$ cat config.mk
export PLATFORM = sky130hd
export DESIGN_NAME = noc_vc_input_port_flat
export DESIGN_NICKNAME = d
export VERILOG_FILES = /design/src/rtl/noc_vc_input_port_if.sv /design/src/rtl/noc_vc_input_port.sv /design/src/flat_wrapper.sv
export SDC_FILE = /design/constraint.sdc
export NUM_CORES = 1
export LEC_CHECK = 0
export BUFFER_PORTS_ARGS = -buffer_cell sky130_fd_sc_hd__buf_2
export CAP_MARGIN = 20
export CORE_MARGIN = 10
export CORE_UTILIZATION = 43
export DETAILED_ROUTE_END_ITERATION = 6
export MAX_ROUTING_LAYER = met4
export PLACE_DENSITY = 0.57
export SYNTH_ARGS = -nofsm -noshare
export SYNTH_HDL_FRONTEND = slang
export SYNTH_SLANG_ARGS = --single-unit
$ cat constraint.sdc
create_clock -name clk -period 8.3 [get_ports clk]
set_input_delay 0.83 -clock clk [delete_from_list [all_inputs] [get_ports clk]]
set_output_delay 0.83 -clock clk [all_outputs]
set_load 0.01 [all_outputs]
$ cat src/rtl/noc_vc_input_port_if.sv
// Link bundle for the VC input port: upstream flit/credit-return side plus downstream flit/credit side.
// The slave modport is the port itself; master is the neighbouring router or a test driver.
interface noc_vc_input_port_if #(
  parameter int DATA_W = 16,
  parameter int NUM_VC = 2
);
  localparam int VC_W = (NUM_VC > 1) ? $clog2(NUM_VC) : 1;

  logic              valid_i;
  logic [VC_W-1:0]   vc_i;
  logic [DATA_W-1:0] data_i;
  logic [NUM_VC-1:0] credit_i;
  logic              enable_o;
  logic [VC_W-1:0]   vc_o;
  logic [DATA_W-1:0] data_o;
  logic [NUM_VC-1:0] credit_o;
  logic              err_o;

  modport slave (
    input  valid_i, vc_i, data_i, credit_i,
    output enable_o, vc_o, data_o, credit_o, err_o
  );

  modport master (
    output valid_i, vc_i, data_i, credit_i,
    input  enable_o, vc_o, data_o, credit_o, err_o
  );
endinterface

$ cat src/rtl/noc_vc_input_port.sv
// Credit-based NoC input port: per-VC FIFOs, round-robin VC arbitration, per-VC downstream credit counters.
// Optional protocol-error detection on err_o is enabled by defining NOC_ERR_CHECK_EN.
module noc_vc_input_port #(
  parameter int DATA_W     = 16,
  parameter int NUM_VC     = 2,
  parameter int DEPTH      = 4,
  parameter int DN_CREDITS = 4
) (
  input logic             clk,
  input logic             rst,
  noc_vc_input_port_if.slave bus
);
  localparam int VC_W  = (NUM_VC > 1) ? $clog2(NUM_VC) : 1;
  localparam int PTR_W = $clog2(DEPTH);
  localparam int CNT_W = $clog2(DEPTH) + 1;
  localparam int CR_W  = $clog2(DN_CREDITS + 1);

  logic [DATA_W-1:0] mem_r    [NUM_VC][DEPTH];
  logic [PTR_W-1:0]  wr_ptr_r [NUM_VC];
  logic [PTR_W-1:0]  rd_ptr_r [NUM_VC];
  logic [CNT_W-1:0]  occ_r    [NUM_VC];
  logic [CR_W-1:0]   cnt_r    [NUM_VC];
  logic [VC_W-1:0]   rr_ptr_r;
  logic              enable_r;
  logic [VC_W-1:0]   vc_r;
  logic [DATA_W-1:0] data_r;
  logic [NUM_VC-1:0] credit_r;

  logic [NUM_VC-1:0] elig_s;
  logic [NUM_VC-1:0] full_s;
  logic [NUM_VC-1:0] sat_s;
  logic              grant_s;
  logic [VC_W-1:0]   gnt_vc_s;
  logic              vc_ok_s;
  logic              push_ok_s;

  // First eligible VC at or after ptr, wrapping; MSB of the result flags a grant.
  function automatic logic [VC_W:0] rr_pick(input logic [NUM_VC-1:0] elig, input logic [VC_W-1:0] ptr);
    logic            found;
    logic [VC_W-1:0] pick;
    int              idx;
    found = 1'b0;
    pick  = {VC_W{1'b0}};
    for (int i = 0; i < NUM_VC; i++) begin
      idx = (int'(ptr) + i) % NUM_VC;
      if (!found && elig[idx]) begin
        found = 1'b1;
        pick  = VC_W'(idx);
      end else begin
        found = found;
      end
    end
    return {found, pick};
  endfunction

  // Per-VC status flags derived from registered state.
  always_comb begin
    for (int v = 0; v < NUM_VC; v++) begin
      elig_s[v] = (occ_r[v] != {CNT_W{1'b0}}) && (cnt_r[v] != {CR_W{1'b0}});
      full_s[v] = (occ_r[v] == CNT_W'(DEPTH));
      sat_s[v]  = (cnt_r[v] == CR_W'(DN_CREDITS));
    end
  end

  // Arbitration and enqueue acceptance; a full FIFO still accepts when it pops the same cycle.
  always_comb begin
    {grant_s, gnt_vc_s} = rr_pick(elig_s, rr_ptr_r);
    vc_ok_s             = (32'(bus.vc_i) < NUM_VC);
    if (bus.valid_i && vc_ok_s) begin
      push_ok_s = !full_s[bus.vc_i] || (grant_s && (gnt_vc_s == bus.vc_i));
    end else begin
      push_ok_s = 1'b0;
    end
  end

  // FIFO storage, pointers, occupancy and credit counters.
  always_ff @(posedge clk or negedge rst) begin
    if (!rst) begin
      for (int v = 0; v < NUM_VC; v++) begin
        for (int d = 0; d < DEPTH; d++) begin
          mem_r[v][d] <= {DATA_W{1'b0}};
        end
        wr_ptr_r[v] <= {PTR_W{1'b0}};
        rd_ptr_r[v] <= {PTR_W{1'b0}};
        occ_r[v]    <= {CNT_W{1'b0}};
        cnt_r[v]    <= CR_W'(DN_CREDITS);
      end
    end else begin
      for (int v = 0; v < NUM_VC; v++) begin
        if (push_ok_s && (32'(bus.vc_i) == v)) begin
          mem_r[v][wr_ptr_r[v]] <= bus.data_i;
          wr_ptr_r[v]           <= wr_ptr_r[v] + {{(PTR_W-1){1'b0}}, 1'b1};
        end
        if (grant_s && (32'(gnt_vc_s) == v)) begin
          rd_ptr_r[v] <= rd_ptr_r[v] + {{(PTR_W-1){1'b0}}, 1'b1};
        end
        occ_r[v] <= occ_r[v] + CNT_W'(push_ok_s && (32'(bus.vc_i) == v))
                             - CNT_W'(grant_s && (32'(gnt_vc_s) == v));
        // A grant and a returning credit on the same VC cancel out.
        if (grant_s && (32'(gnt_vc_s) == v) && !bus.credit_i[v]) begin
          cnt_r[v] <= cnt_r[v] - {{(CR_W-1){1'b0}}, 1'b1};
        end else if (bus.credit_i[v] && !(grant_s && (32'(gnt_vc_s) == v)) && !sat_s[v]) begin
          cnt_r[v] <= cnt_r[v] + {{(CR_W-1){1'b0}}, 1'b1};
        end else begin
          cnt_r[v] <= cnt_r[v];
        end
      end
    end
  end

  // Registered downstream flit, upstream credit pulse and RR pointer advance.
  always_ff @(posedge clk or negedge rst) begin
    if (!rst) begin
      enable_r <= 1'b0;
      vc_r     <= {VC_W{1'b0}};
      data_r   <= {DATA_W{1'b0}};
      credit_r <= {NUM_VC{1'b0}};
      rr_ptr_r <= {VC_W{1'b0}};
    end else if (grant_s) begin
      enable_r <= 1'b1;
      vc_r     <= gnt_vc_s;
      data_r   <= mem_r[gnt_vc_s][rd_ptr_r[gnt_vc_s]];
      credit_r <= NUM_VC'(1) << gnt_vc_s;
      rr_ptr_r <= VC_W'((int'(gnt_vc_s) + 1) % NUM_VC);
    end else begin
      enable_r <= 1'b0;
      credit_r <= {NUM_VC{1'b0}};
    end
  end

  assign bus.enable_o = enable_r;
  assign bus.vc_o     = vc_r;
  assign bus.data_o   = data_r;
  assign bus.credit_o = credit_r;

`ifdef NOC_ERR_CHECK_EN
  logic err_r;
  logic err_set_s;

  // Dropped push (full or bad VC) or a credit arriving at a saturated counter.
  always_comb begin
    if (bus.valid_i && !push_ok_s) begin
      err_set_s = 1'b1;
    end else begin
      err_set_s = |(bus.credit_i & sat_s);
    end
  end

  // Sticky until reset.
  always_ff @(posedge clk or negedge rst) begin
    if (!rst) begin
      err_r <= 1'b0;
    end else begin
      err_r <= err_r | err_set_s;
    end
  end

  assign bus.err_o = err_r;
`else
  assign bus.err_o = 1'b0;
`endif
endmodule
$ cat src/flat_wrapper.sv
// flat-port wrapper written by rule: the top's interface ports become plain ports
module noc_vc_input_port_flat 
#(
  parameter int DATA_W     = 16,
  parameter int NUM_VC     = 2,
  parameter int DEPTH      = 4,
  parameter int DN_CREDITS = 4
)
  (clk, rst, bus_valid_i, bus_vc_i, bus_data_i, bus_credit_i, bus_enable_o, bus_vc_o, bus_data_o, bus_credit_o, bus_err_o);
  noc_vc_input_port_if #(.DATA_W(DATA_W), .NUM_VC(NUM_VC)) bus_i ();
  input logic clk;
  input logic rst;
  input wire logic [$bits(bus_i.valid_i)-1:0] bus_valid_i;
  input wire logic [$bits(bus_i.vc_i)-1:0] bus_vc_i;
  input wire logic [$bits(bus_i.data_i)-1:0] bus_data_i;
  input wire logic [$bits(bus_i.credit_i)-1:0] bus_credit_i;
  output wire logic [$bits(bus_i.enable_o)-1:0] bus_enable_o;
  output wire logic [$bits(bus_i.vc_o)-1:0] bus_vc_o;
  output wire logic [$bits(bus_i.data_o)-1:0] bus_data_o;
  output wire logic [$bits(bus_i.credit_o)-1:0] bus_credit_o;
  output wire logic [$bits(bus_i.err_o)-1:0] bus_err_o;
  assign bus_i.valid_i = bus_valid_i;
  assign bus_i.vc_i = bus_vc_i;
  assign bus_i.data_i = bus_data_i;
  assign bus_i.credit_i = bus_credit_i;
  assign bus_enable_o = bus_i.enable_o;
  assign bus_vc_o = bus_i.vc_o;
  assign bus_data_o = bus_i.data_o;
  assign bus_credit_o = bus_i.credit_o;
  assign bus_err_o = bus_i.err_o;
  noc_vc_input_port #(.DATA_W(DATA_W), .NUM_VC(NUM_VC), .DEPTH(DEPTH), .DN_CREDITS(DN_CREDITS)) u_core (.clk(clk), .rst(rst), .bus(bus_i));
endmodule
==> results of run 1 <==
[cell usage in the layout (no fill, tap or decap), drive strengths merged]
cell type / instances
dfrtp: 167
a21oi: 13
bufinv: 2
nand2b: 1
clkinv: 6
a32oi: 12
diode: 2
conb: 1
o211ai: 32
nor2: 20
a221oi: 2
nand2: 21
dfstp: 2
clkinvlp: 1
o2111ai: 4
a21o: 15
nor3: 2
a311oi: 1
nor2b: 12
a22oi: 7
xnor2: 9
clkbuf: 19
fa: 4
a211o: 2
or3: 4
xor2: 3
o311a: 1
o21ai: 3
o22ai: 11
a31oi: 4
a2bb2oi: 1
nand3: 4
ha: 12
mux2i: 53
inv: 26
mux2: 151
buf: 53
a211oi: 2
[registers in the layout, summed over array words and instances, names as in the netlist]
| signal | cells |
|---|---|
| u_core.bus.credit_o | 2 |
| u_core.bus.data_o | 16 |
| u_core.bus.enable_o | 1 |
| u_core.bus.vc_o | 1 |
| u_core.cnt_r | 6 |
| u_core.mem_r | 128 |
| u_core.occ_r | 6 |
| u_core.rd_ptr_r | 4 |
| u_core.rr_ptr_r | 1 |
| u_core.wr_ptr_r | 4 |
[how the worst max path moves through the flow]
stage                      endpoint             from  cells past startpoint  slack [ns]
floorplan           u_core.occ_r[2]  u_core.occ_r[1]                     14        5.32
global placement    u_core.occ_r[2]  u_core.cnt_r[2]                      9        5.00
detailed placement  u_core.occ_r[2]  u_core.cnt_r[2]                      9        4.92
CTS                 u_core.occ_r[2]  u_core.cnt_r[2]                      9        4.91
global route        u_core.occ_r[5]  u_core.cnt_r[0]                     10        4.93
finish              u_core.occ_r[5]  u_core.cnt_r[2]                     10        5.15
[layout make-up]
class / instances / share of cell area [%]
flip-flops and latches: 169 / 45.04
multi-input cells: 407 / 40.56
clock buffers: 19 / 4.711
repair buffers: 53 / 3.793
well taps: 260 / 3.460
clock inverters: 12 / 1.464
inverters: 23 / 0.9183
diodes: 2 / 0.05323
[metal layers]
layer,vias to the layer above,track usage (%),share of wire (%)
li1,2406,-,-
met1,2766,20.54,47
met2,108,24.56,48
met3,17,3.537,4.3
met4,0,4.718,1.1
met5,-,-,0
[metrics by stage]
| stage | hold WS, ns | power [mW] |
|---|---|---|
| CTS | 0.4994 | 4.225 |
| global placement | 0.4703 | 3.326 |
| finish | 0.4973 | 4.205 |
| floorplan | 0.4602 | 2.945 |
| global route | 0.5090 | 4.522 |
| detailed placement | 0.4864 | 3.425 |
[worst reg2reg max path, stage by stage (launching register included)]
cell and delay [ns]:
dfstp_2 0.39, or3_1 0.58, buf_16 0.25, a311oi_4 0.57
ha_1 0.34, inv_1 0.06, ha_1 0.13, inv_1 0.05
fa_1 0.40, xnor2_1 0.14, xnor2_1 0.12
[power by group]
group / switching [mW] / internal [mW]
Sequential: 0.346 / 1.26
Combinational: 0.882 / 0.927
Clock: 0.336 / 0.454
Total: 1.56 / 2.64
[kinds of logic (layout without fill, tap and decap cells)]
group | after synthesis | count (layout) | share of synthesized area, %
muxes | 204 | 204 | 26.70
DFF | 169 | 169 | 50.64
AOI/OAI and AO/OA | 110 | 110 | 11.12
buffers and inverters | 65 | 107 | 3.818
and+or+nand+nor | 64 | 64 | 3.668
adders and majority gates | 16 | 16 | 2.755
xor gates and xnor gates | 12 | 12 | 1.258
other | 1 | 3 | 0.04487
[synthesized netlist by cell type (4+ instances only)]
cell         n  area, µm²
a21o_1      15      112.6
a21oi_1     13      65.06
a22oi_1      6      45.04
a32oi_1     12      105.1
buf_2        9      45.04
buf_4        9      67.56
buf_6        4      45.04
clkbuf_1    18      67.56
dfrtp_1    167       4179
fa_1         4      80.08
ha_1        12      150.1
inv_1       21      78.83
mux2_2     149       1678
mux2i_1     53      530.5
nand2_1     21      78.83
nand3_1      4      20.02
nor2_1      20      75.07
nor2b_1     12      75.07
o2111ai_4    4      105.1
o211ai_1    27      202.7
o211ai_2     5      62.56
o22ai_1     11      68.82
or3_1        4      25.02
xnor2_1      9      78.83
==> out/metrics.yaml, run 1 <==
cts:
  clk_pin_slew_ns: 0.06
  htree_levels: 4
  cts_setup_buffers: 0
  cts_hold_buf: 0
  insertion_delay_ns: 0.43
  cts_tree: "built"
  postCtsResizedCells: 0
  cts_buffer_depth: 2
  root_buffer: "clkbuf_16"
  clock-sinks: 169
  tritoncts.num_buffers: 17
layout:
  register_area_um2: 4234
  n_fill_cell: 1693
  drive_gt1_share_pct: 37.04
  nets: 709
  multi_input_area_um2: 3814
  fin_area_um2: 9402
  fin_util_pct: 49.76
  instances_no_fill: 945
  area_delta_synth_final_pct: 12.50
floorplan:
  core_um2: 18890
  die_h_um: 159.4
  dieArea_um2: 25410
  floorplan.rows: 50
  ioPinCount: 43
  initial_core_util_pct: 44.23
  die_w_um: 159.4
setup_path:
  cp_data_required_time_ns: 8.60
  reg2reg_to: "u_core.occ_r[5]"
  start_kind: "flop"
  crit_slowest_cell: "or3_1"
  timing.rr.start: "u_core.cnt_r[2]"
  critPathTopFamily: "adder cells"
  cp.arrival_ns: 3.46
  cp_num_buf_inv: 3
  rrSetupSlack_ns: 5.15
  cp-end-kind: "flop"
  worstSetupPathType: "reg2reg"
  critPathMaxStageDelay_ns: 0.58
  crit_chain: "or3_1, buf_16, a311oi_4, ha_1, inv_1, ha_1, inv_1, fa_1, xnor2_1, xnor2_1"
  r2r_cells: 10
  critPathMaxFanout: 19
sta:
  rsz0062_at_grt: "false"
  slew_violations: 0
  max_slew.worst_pin.slew_ns: 1.126
  fin_skew_ns: 0.01341
  fmax_ghz: 0.3171
  min_period_ns: 3.153
  hold_viol_final: 0
  tns_ns: 0
  fin_crit_sh_pct: 37.99
  setup_ws_ns: 5.147
  slew_headroom_pct: 24.94
  setup_viol_count_final: 0
power_and_ir_drop:
  leakage_nw: 4.124
  power.density_nw_per_um2: 447.3
  vdd_drop_max_v: 0.0001662
global_routing:
  antenna_found_initial: 1
  grt.overflow.total: 0
  grt_pass1_wl_um: 31220
  grt_pass1_vias: 5548
  grt_max_degree: 103
  grt_use_total_pct: 15.91
routing:
  drt_iter0_drc: 250
  drc: 0
  vias_per_cell: 5.605
  drt-wirelength-per-cell_um: 20.35
  vias: 5297
  drtPass1Iterations: 4
  postRouteAntennaNets: 0
  finalWirelength_um: 19230
min_path:
  hp-class: "reg2reg"
  hold_end: "u_core.mem_r[61]"
  min_path_cells: 1
  hold_path.startpoint: "u_core.mem_r[61]"
yosys:
  synth_area_um2: 8357
  synth_edf_count: 0
  syn_area_per_cell_um2: 13.04
  yosys.cell_types.count: 44
  synthArstFlopShare_pct: 100.0
  syn_inst: 641
  ys_seq_area_share_pct: 50.64
  synth_top_flop_cell: "dfrtp_1"
  synth_nets: 679
  synth_warnings: 0
  synth-seq-cells: 169
place:
  dpl_cell_area_um2: 8753
  dp_slack_ns: 4.917
  gp_congestion: 0.7696
  port_buffers: 41
  dp_cells: 909
  dp_hpwl_um: 11660
job:
  maxCapViolCount: 0
outcome:
  outcome: "finished clean"
Power figures use the tool's default switching activity.
==> inputs of run 2 (changes only) <==
Settings changed: PLACE_DENSITY 0.57 to 0.6.
Clock period 8.3 ns to 2.8 ns, I/O delays scaled along.
==> run 2 against run 1 <==
  * Worst setup slack got worse by 4.9 ns
  * Routed wire length rose by 1.3%
  * Largest cell class unchanged
  * Die area did not move
  * Highest routed layer unchanged
  * First-iteration DRC count rose by 27%
==> out/metrics.yaml, run 2 (synthesized netlist as in run 1, its figures left out) <==
sta:
  fin_skew_ns: 0.01302  # -0.0003913 ns
  setup_ws_ns: 0.2294  # -4.917 ns
  holdWs_ns: 0.1734  # -0.3239 ns
  slew_headroom_pct: 51.73  # +27 points
  max_slew.worst_pin.slew_ns: 0.7241  # -0.4018 ns
  slew_violations: 0  # unchanged
  setup_viol_count_final: 0  # unchanged
  tns_ns: 0  # unchanged
  min_period_ns: 2.571  # -0.5826 ns
  fin_crit_sh_pct: 91.81  # +54 points
  hold_viol_final: 0  # unchanged
  fmax_ghz: 0.3890  # +23%
  rsz0062_at_grt: "false"
outcome:
  outcome: "finished clean"
floorplan:
  die_w_um: 159.4  # unchanged
  core_um2: 18890  # unchanged
  die_h_um: 159.4  # unchanged
  initial_core_util_pct: 44.23  # unchanged
  floorplan.rows: 50  # unchanged
  ioPinCount: 43  # unchanged
  dieArea_um2: 25410  # unchanged
job:
  maxCapViolCount: 0  # unchanged
global_routing:
  grt.overflow.total: 0  # unchanged
  grt.busiest_layer: "met2"
  use_met1_pct: 19.63  # -0.90 points
  grt_use_total_pct: 15.99  # +0.082 points
  grt_max_degree: 66  # -36%
  grtUsageMet2_pct: 25.80  # +1.2 points
  use_met3_pct: 3.279  # -0.26 points
  antenna_found_initial: 1  # unchanged
  grt_pass1_vias: 5771  # +4.0%
  grt_pass1_wl_um: 31460  # +0.80%
setup_path:
  critical_path.endpoint: "u_core.occ_r[5]"
  timing.rr.start: "u_core.occ_r[1]"
  cp.arrival_ns: 2.88  # -0.58 ns
  setup.worst_path.start: "u_core.occ_r[1]"
  rrSetupSlack_ns: 0.23  # -4.92 ns
  reg2reg_to: "u_core.occ_r[5]"
  worstSetupPathType: "reg2reg"
  start_kind: "flop"
  critPathMaxFanout: 19  # unchanged
  r2r_cells: 10  # unchanged
  cp-end-kind: "flop"
  cp_data_required_time_ns: 3.11  # -5.49 ns
cts:
  insertion_delay_ns: 0.43  # about the same
  htree_levels: 4  # unchanged
  clock-sinks: 169  # unchanged
  cts_tree: "built"
  cts_buffer_depth: 2  # unchanged
  tritoncts.num_buffers: 17  # unchanged
  clk_pin_slew_ns: 0.07  # about the same
  root_buffer: "clkbuf_16"
routing:
  drtPass1Iterations: 4  # unchanged
  postRouteAntennaNets: 0  # unchanged
  drc: 0  # unchanged
  vias: 5373  # +1.4%
  finalWirelength_um: 19480  # +1.3%
  vias_per_cell: 5.539  # -1.2%
  drt-wirelength-per-cell_um: 20.09  # -1.3%
  drt_iter0_drc: 318  # +27%
power_and_ir_drop:
  power.density_nw_per_um2: 1310  # +190%
  vdd_drop_max_v: 0.0006038  # +260%
  leakage_nw: 4.216  # +2.2%
layout:
  nets: 734  # +3.5%
  largest_register_ff_count: 128  # unchanged
  area_delta_synth_final_pct: 14.33
  final_cell_mix: "dfrtp_1, mux2_2, mux2i_1"
  drive_gt1_share_pct: 39.07  # +2.0 points
  n_fill_cell: 1685  # -0.47%
  regMostFlops: "u_core.mem_r"
  mostFrequentLayoutCell: "dfrtp_1"
  instances_no_fill: 970  # +2.6%
place:
  gp_congestion: 0.7823  # +1.7%
  dp_cells: 935  # +2.9%
  dp_hpwl_um: 12610  # +8.1%
  dp_slack_ns: 0.1788  # -4.738 ns
  port_buffers: 41  # unchanged
min_path:
  hp-class: "in2reg"
## run 2: area by class of cell
cell class	instances	area, µm²	area share (%)
Clock inverter	9	78.83	0.8250
Multi-Input combinational cell	407	3829	40.07
Timing Repair Buffer	78	541.8	5.671
Sequential cell	169	4233	44.30
Clock buffer	23	457.9	4.793
Tap cell	260	325.3	3.405
Antenna cell	1	2.502	0.02619
Inverter	23	86.33	0.9036
## run 2: power breakdown
group          internal (mW)  switching, mW  leakage [nW]
registers               3.74          0.836          2.02
clock network           1.24          0.928         0.261
logic                   2.89           2.88          1.93
## run 2: critical path, stage by stage, from the launching register on
cell and delay [ns]:
dfrtp_1 0.44, or3_4 0.44, buf_4 0.23, a31oi_4 0.28, o21ai_0 0.16, inv_1 0.09, ha_1 0.14, inv_1 0.06
fa_2 0.35, xnor2_1 0.14, xnor2_1 0.13
## run 2: metal layers
layer  wire length, µm  vias up
li1                  -     2448
met1              8780     2797
met2              9607      107
met3               752       21
met4               343        0
met5                 0        -
## run 2: metrics by stage
stage,instance area (µm²),power (mW),util (%)
6_report,9554,12.52,50.57
5_1_grt,9554,13.41,50.57
4_1_cts,9534,12.60,50.46
3_5_place_dp,8987,10.39,47.57
3_3_place_gp,8987,10.10,47.57
2_1_floorplan,8388,8.811,-
## run 2: repair_timing
item | 4_1_cts | 5_1_grt
endpoints found under the setup margin | 0 | 1
hold buffers | 1 | 0
setup buffers | 0 | 1
hold endpoints to repair | 62 | 0
gates resized for setup | 0 | 2
## run 2: worst min path at each step
stage                              start                     end  slack [ns]  cells after the start
final                     bus_data_i[13]        u_core.mem_r[61]        0.17                      2
after global routing      bus_data_i[13]       u_core.mem_r[109]        0.19                      2
after CTS                 bus_data_i[13]        u_core.mem_r[61]        0.16                      2
after detailed placement             rst         u_core.mem_r[0]        0.33                      1
after global placement               rst         u_core.mem_r[0]        0.32                      1
after floorplan                      rst  u_core.bus.credit_o[0]       -0.02                      0
